==> src/rtl/seg7_scan_driver.sv <==
// Time-multiplexed N-digit hex seven-segment driver: shadow register, refresh prescaler, digit scan, blanking.
// Optional leading-zero blanking is enabled by defining SEG7_LZB_EN.
module seg7_scan_driver #(
   parameter int DIGITS         = 4,
   parameter int REFRESH_DIV    = 50000,
   parameter bit SEG_ACTIVE_LOW = 1'b1,
   parameter bit AN_ACTIVE_LOW  = 1'b1
) (
   input  logic                  JM1222HM_clk,
   input  logic                  JM1222HM_rst,
   input  logic [4*DIGITS-1:0]   JM1222HM_value,
   input  logic                  JM1222HM_load,
   input  logic [DIGITS-1:0]     JM1222HM_blank,
   output logic [6:0]            JM1222HM_seg,
   output logic [DIGITS-1:0]     JM1222HM_an,
   output logic                  JM1222HM_scan_tick
);

   localparam int IDX_W = (DIGITS > 1) ? $clog2(DIGITS) : 1;
   localparam int PRE_W = $clog2(REFRESH_DIV);

   localparam logic [6:0]        SEG_OFF  = SEG_ACTIVE_LOW ? 7'h7F : 7'h00;
   localparam logic [DIGITS-1:0] AN_OFF   = AN_ACTIVE_LOW ? {DIGITS{1'b1}} : {DIGITS{1'b0}};
   localparam logic [PRE_W-1:0]  PRE_LAST = PRE_W'(REFRESH_DIV - 1);
   localparam logic [IDX_W-1:0]  IDX_LAST = IDX_W'(DIGITS - 1);

   logic [4*DIGITS-1:0] shadow;
   logic [PRE_W-1:0]    prescale;
   logic [IDX_W-1:0]    idx;
   logic [DIGITS-1:0]   blank_eff;
   logic [3:0]          cur_nib;
   logic                cur_blank;
   logic [DIGITS-1:0]   an_hot;
   logic [6:0]          seg_lit;

   // Active-high segment pattern, bit 6 = a ... bit 0 = g.
   function automatic logic [6:0] hex_to_seg(input logic [3:0] v);
      logic [6:0] s;
      case (v)
         4'h0:    s = 7'b1111110;
         4'h1:    s = 7'b0110000;
         4'h2:    s = 7'b1101101;
         4'h3:    s = 7'b1111001;
         4'h4:    s = 7'b0110011;
         4'h5:    s = 7'b1011011;
         4'h6:    s = 7'b1011111;
         4'h7:    s = 7'b1110000;
         4'h8:    s = 7'b1111111;
         4'h9:    s = 7'b1111011;
         4'hA:    s = 7'b1110111;
         4'hB:    s = 7'b0011111;
         4'hC:    s = 7'b1001110;
         4'hD:    s = 7'b0111101;
         4'hE:    s = 7'b1001111;
         default: s = 7'b1000111;
      endcase
      return s;
   endfunction

`ifdef SEG7_LZB_EN
   logic [DIGITS-1:0] lz_mask;

   // Digit i>0 is a leading zero when it and every digit above it are zero.
   function automatic logic [DIGITS-1:0] lz_calc(input logic [4*DIGITS-1:0] v);
      logic [DIGITS-1:0] m;
      logic              zero_above;
      m          = '0;
      zero_above = 1'b1;
      for (int i = DIGITS - 1; i > 0; i--) begin
         zero_above = zero_above & (v[4*i +: 4] == 4'h0);
         m[i]       = zero_above;
      end
      return m;
   endfunction

   // Mask tracks the shadow register, so it is captured on the same load edge.
   always_ff @(posedge JM1222HM_clk) begin
      if (JM1222HM_rst) begin
         lz_mask <= lz_calc('0);
      end else if (JM1222HM_load) begin
         lz_mask <= lz_calc(JM1222HM_value);
      end
   end

   assign blank_eff = JM1222HM_blank | lz_mask;
`else
   assign blank_eff = JM1222HM_blank;
`endif

   always_comb begin
      cur_nib   = 4'h0;
      cur_blank = 1'b0;
      an_hot    = '0;
      for (int i = 0; i < DIGITS; i++) begin
         if (idx == IDX_W'(i)) begin
            cur_nib   = shadow[4*i +: 4];
            cur_blank = blank_eff[i];
            an_hot[i] = 1'b1;
         end
      end
      seg_lit = hex_to_seg(cur_nib);
   end

   always_ff @(posedge JM1222HM_clk) begin
      if (JM1222HM_rst) begin
         shadow <= '0;
      end else if (JM1222HM_load) begin
         shadow <= JM1222HM_value;
      end
   end

   // Refresh prescaler and digit index; scan_tick marks the cycle the new index is live.
   always_ff @(posedge JM1222HM_clk) begin
      if (JM1222HM_rst) begin
         prescale           <= '0;
         idx                <= '0;
         JM1222HM_scan_tick <= 1'b0;
      end else if (prescale == PRE_LAST) begin
         prescale           <= '0;
         idx                <= (idx == IDX_LAST) ? '0 : idx + 1'b1;
         JM1222HM_scan_tick <= 1'b1;
      end else begin
         prescale           <= prescale + 1'b1;
         JM1222HM_scan_tick <= 1'b0;
      end
   end

   always_ff @(posedge JM1222HM_clk) begin
      if (JM1222HM_rst) begin
         JM1222HM_seg <= SEG_OFF;
         JM1222HM_an  <= AN_OFF;
      end else if (cur_blank) begin
         JM1222HM_seg <= SEG_OFF;
         JM1222HM_an  <= AN_OFF;
      end else begin
         JM1222HM_seg <= SEG_ACTIVE_LOW ? ~seg_lit : seg_lit;
         JM1222HM_an  <= AN_ACTIVE_LOW ? ~an_hot : an_hot;
      end
   end

endmodule

==> config.mk <==
export PLATFORM = sky130hd
export DESIGN_NAME = seg7_scan_driver
export DESIGN_NICKNAME = d
export VERILOG_FILES = /design/src/rtl/seg7_scan_driver.sv
export SDC_FILE = /design/constraint.sdc
export NUM_CORES = 1
export LEC_CHECK = 0
export CORE_ASPECT_RATIO = 1.2
export CORE_MARGIN = 2
export CORE_UTILIZATION = 57
export DETAILED_ROUTE_END_ITERATION = 6
export MAX_ROUTING_LAYER = met4
export PLACE_DENSITY = 0.84
export SYNTH_ARGS = -nofsm -noshare
export SYNTH_HDL_FRONTEND = slang
export SYNTH_SLANG_ARGS = --single-unit
export TNS_END_PERCENT = 100
==> constraint.sdc <==
create_clock -name JM1222HM_clk -period 3.6 [get_ports JM1222HM_clk]
set_clock_uncertainty 0.2 [all_clocks]
set_input_delay 0.54 -clock JM1222HM_clk [delete_from_list [all_inputs] [get_ports JM1222HM_clk]]
set_output_delay 0.54 -clock JM1222HM_clk [all_outputs]
set_load 0.02 [all_outputs]
==> impl_results.md <==
- PortBufs: 34
- Die width: 60.3 microns
- Hold Path Class: reg2reg
- Post-CTS sizing: 0
- Critical path peak fanout: 14
- CP startpoint kind: flop
- First-pass GRT wire length: 7070 microns
- Worst EP required: 3560 ps
- CP peak stage delay: 560 ps
- Initial core utilization: 59.6%
- I/O pin count: 35
- CP Class: reg2reg
- Diode count: 0
- Max Cap Viol: 0
- Ratio of cells with drive above 1 in the final layout: 6.46%
- RSZ-0062 raised after global routing: false
- Most common cell after layout, fill and taps aside: dfxtp_1
- Max stage delay cell, worst path: ha_1
- Fin. max-slew vios: 0
- Final Routed Wirelength: 3900 microns
- Cts bufs inserted: 5
- Vias in the first global route: 1662
- Setup TNS: 0 ps
- CTS Hold Bufs: 0
- WL per Instance: 12.4 microns
- Slew of the pin with the lowest slew margin: 902 ps
- Critical Path AT: 2650 ps
- Avg Cell Area, Syn: 9.41 sq um
- Yosys warning total: 0
- Worst-path clk slew: 80 ps
- First-pass detailed-route iteration total: 4
- Relative slew margins: 39.7%
- Reg area: 921 sq um
- Flops & latches, synth: 46
- DRC: 0
- Final Setup Violations: 0
- Skew-Pair Late Insertion Delay: 300 ps
- Post-CTS setup repair buffer count: 0
- Syn nets: 265
- Clk sink count: 46
- Status: complete, no violations
- Multi-input logic area: 1140 sq um
- Final min period: 2690 ps
- Final hold vios: 0
- CTS H-Tree Depth: 2
- Max Root-Sink Buffers: 2
- Grt ovf: 0
- Sequential-to-total area share from yosys stat: 42.5%
- Pleak: 0.00102 uW
- Pwr Total: 1020 uW
- Max VDD drop: 0.315 mV
- Row Count: 24
- F_max: 372 MHz
- Largest net degree at the start of global routing: 22
- GPL Wtd Cong: 0.931
- Via count: 1645
- Final #Nets: 297
- Commonest cells after routing, fill and taps aside: dfxtp_1 (46), nor2_1 (40), clkdlybuf4s50_1 (34)
- Clock Root Buffer: clkbuf_8
- Cell chain of the critical path: ha_1 > a211oi_1 > a221oi_2 > inv_1 > ha_1 > mux2_1 > nand2_1 > o211ai_1
- DR vias/cell: 5.22
- Fill count: 276
- Worst path most repeated cell: ha_1
- Total GRT Usage: 21.9%
- Initial antenna violation count: 0
- Period utilization: 74.7%
- Crit end category: flop
- CTS tree: built
- Synth cell types: 39
- HPWL after detailed placement: 2940 microns
- PD cells: 391 nW/um^2
- Core area: 3630 sq um
- Mapped Cells: 230
- Die area: 4310 sq um
- Chip height: 71.5 microns
- Area delta synth->final: 21.1%
- Post-route ant nets: 0
- Mapped cell area: 2160 sq um
- Initial DRC Count: 71
## cell families after synthesis
family,synth area share [%]
adder cells (fa/ha/maj),6.94
flip-flops,42.5
AND/OR/NAND/NOR,20.5
multiplexers,9.31
XOR/XNOR,5.66
buffers and inverters,4.91
AO/OA/AOI/OAI,10.2
## stage by stage
step	cells	setup WS (ps)	util (%)	area, sq um	hold WS [ps]
CTS	315	901	72.1	2620	265
global placement	307	1030	69.1	2510	242
finish	315	910	72.1	2620	268
floorplan	230	1250	-	2160	226
global route	315	685	72.1	2620	282
detailed placement	307	904	69.1	2510	246
## Yosys cell counts
library cell,number,area share (%)
a211oi_1,1,0.35
a21oi_1,8,1.8
a221oi_2,1,0.69
a221oi_4,1,1.2
a2bb2o_1,2,0.92
a311o_1,1,0.46
a311oi_2,1,0.69
a311oi_4,1,1.2
a32o_1,1,0.46
and3_1,1,0.29
buf_2,4,0.92
buf_4,1,0.35
buf_6,3,1.6
clkbuf_1,3,0.52
dfxtp_1,46,43
ha_1,12,6.9
inv_1,9,1.6
mux2_1,1,0.52
mux2i_1,19,8.8
nand2_1,20,3.5
nand2b_1,4,1.2
nand3_1,7,1.6
nand3b_1,3,1.0
nand4_1,7,2.0
nor2_1,40,6.9
nor2_2,1,0.29
nor2b_1,2,0.58
nor3_1,3,0.69
nor3b_1,1,0.35
nor3b_2,2,1.2
nor4_1,3,0.87
o211ai_1,1,0.35
o21ai_0,1,0.23
o21ai_1,1,0.23
o221ai_1,2,0.81
o22a_1,1,0.40
o22ai_1,1,0.29
xnor2_1,8,3.2
xor2_1,6,2.4
## registers in the layout, indices dropped and copies added, names as in the netlist
register / count
JM1222HM_seg: 7
JM1222HM_scan_tick: 1
prescale: 16
JM1222HM_an: 4
shadow: 16
idx: 2
## worst paths after layout
check | from | end | slack, ps | cells after the start
worst max-delay path | idx[0] | JM1222HM_seg[0] | 910 | 8
worst min-delay path | prescale[0] | prescale[0] | 270 | 1
worst max register to register | idx[0] | JM1222HM_seg[0] | 910 | 8
worst min register to register | prescale[0] | prescale[0] | 270 | 1
## layout make-up
cell class	count	area share [%]
Clock buffer	5	2.63
Clock inverter	3	1.53
Inverter	9	1.29
Multi-Input combinational cell	164	43.4
Sequential cell	46	35.1
Tap cell	52	2.48
Timing Repair Buffer	36	13.6
## per-layer routing
layer	routed length, microns	up-vias	global-route usage [%]
met5	0	-	-
met4	74	0	8.40
li1	-	854	-
met3	132	8	5.05
met2	1980	29	36.8
met1	1720	754	24.6
## worst max-delay path: cells and delay by family, from the launching register on
| family | cells | cell delay, ps |
|---|---|---|
| muxes | 1 | 290 |
| AOI/OAI and AO/OA | 3 | 620 |
| and+or+nand+nor | 1 | 70 |
| buffers and inverters | 1 | 180 |
| adders and majority gates | 2 | 810 |
| DFF | 1 | 390 |
## power breakdown
part	leakage, uW	total, uW	switching, uW	internal, uW
Sequential	0.000377	539	11.0	528
Combinational	0.000586	116	53.7	61.9
Clock	0.0000579	370	166	204
Power figures use the tool's default switching activity.
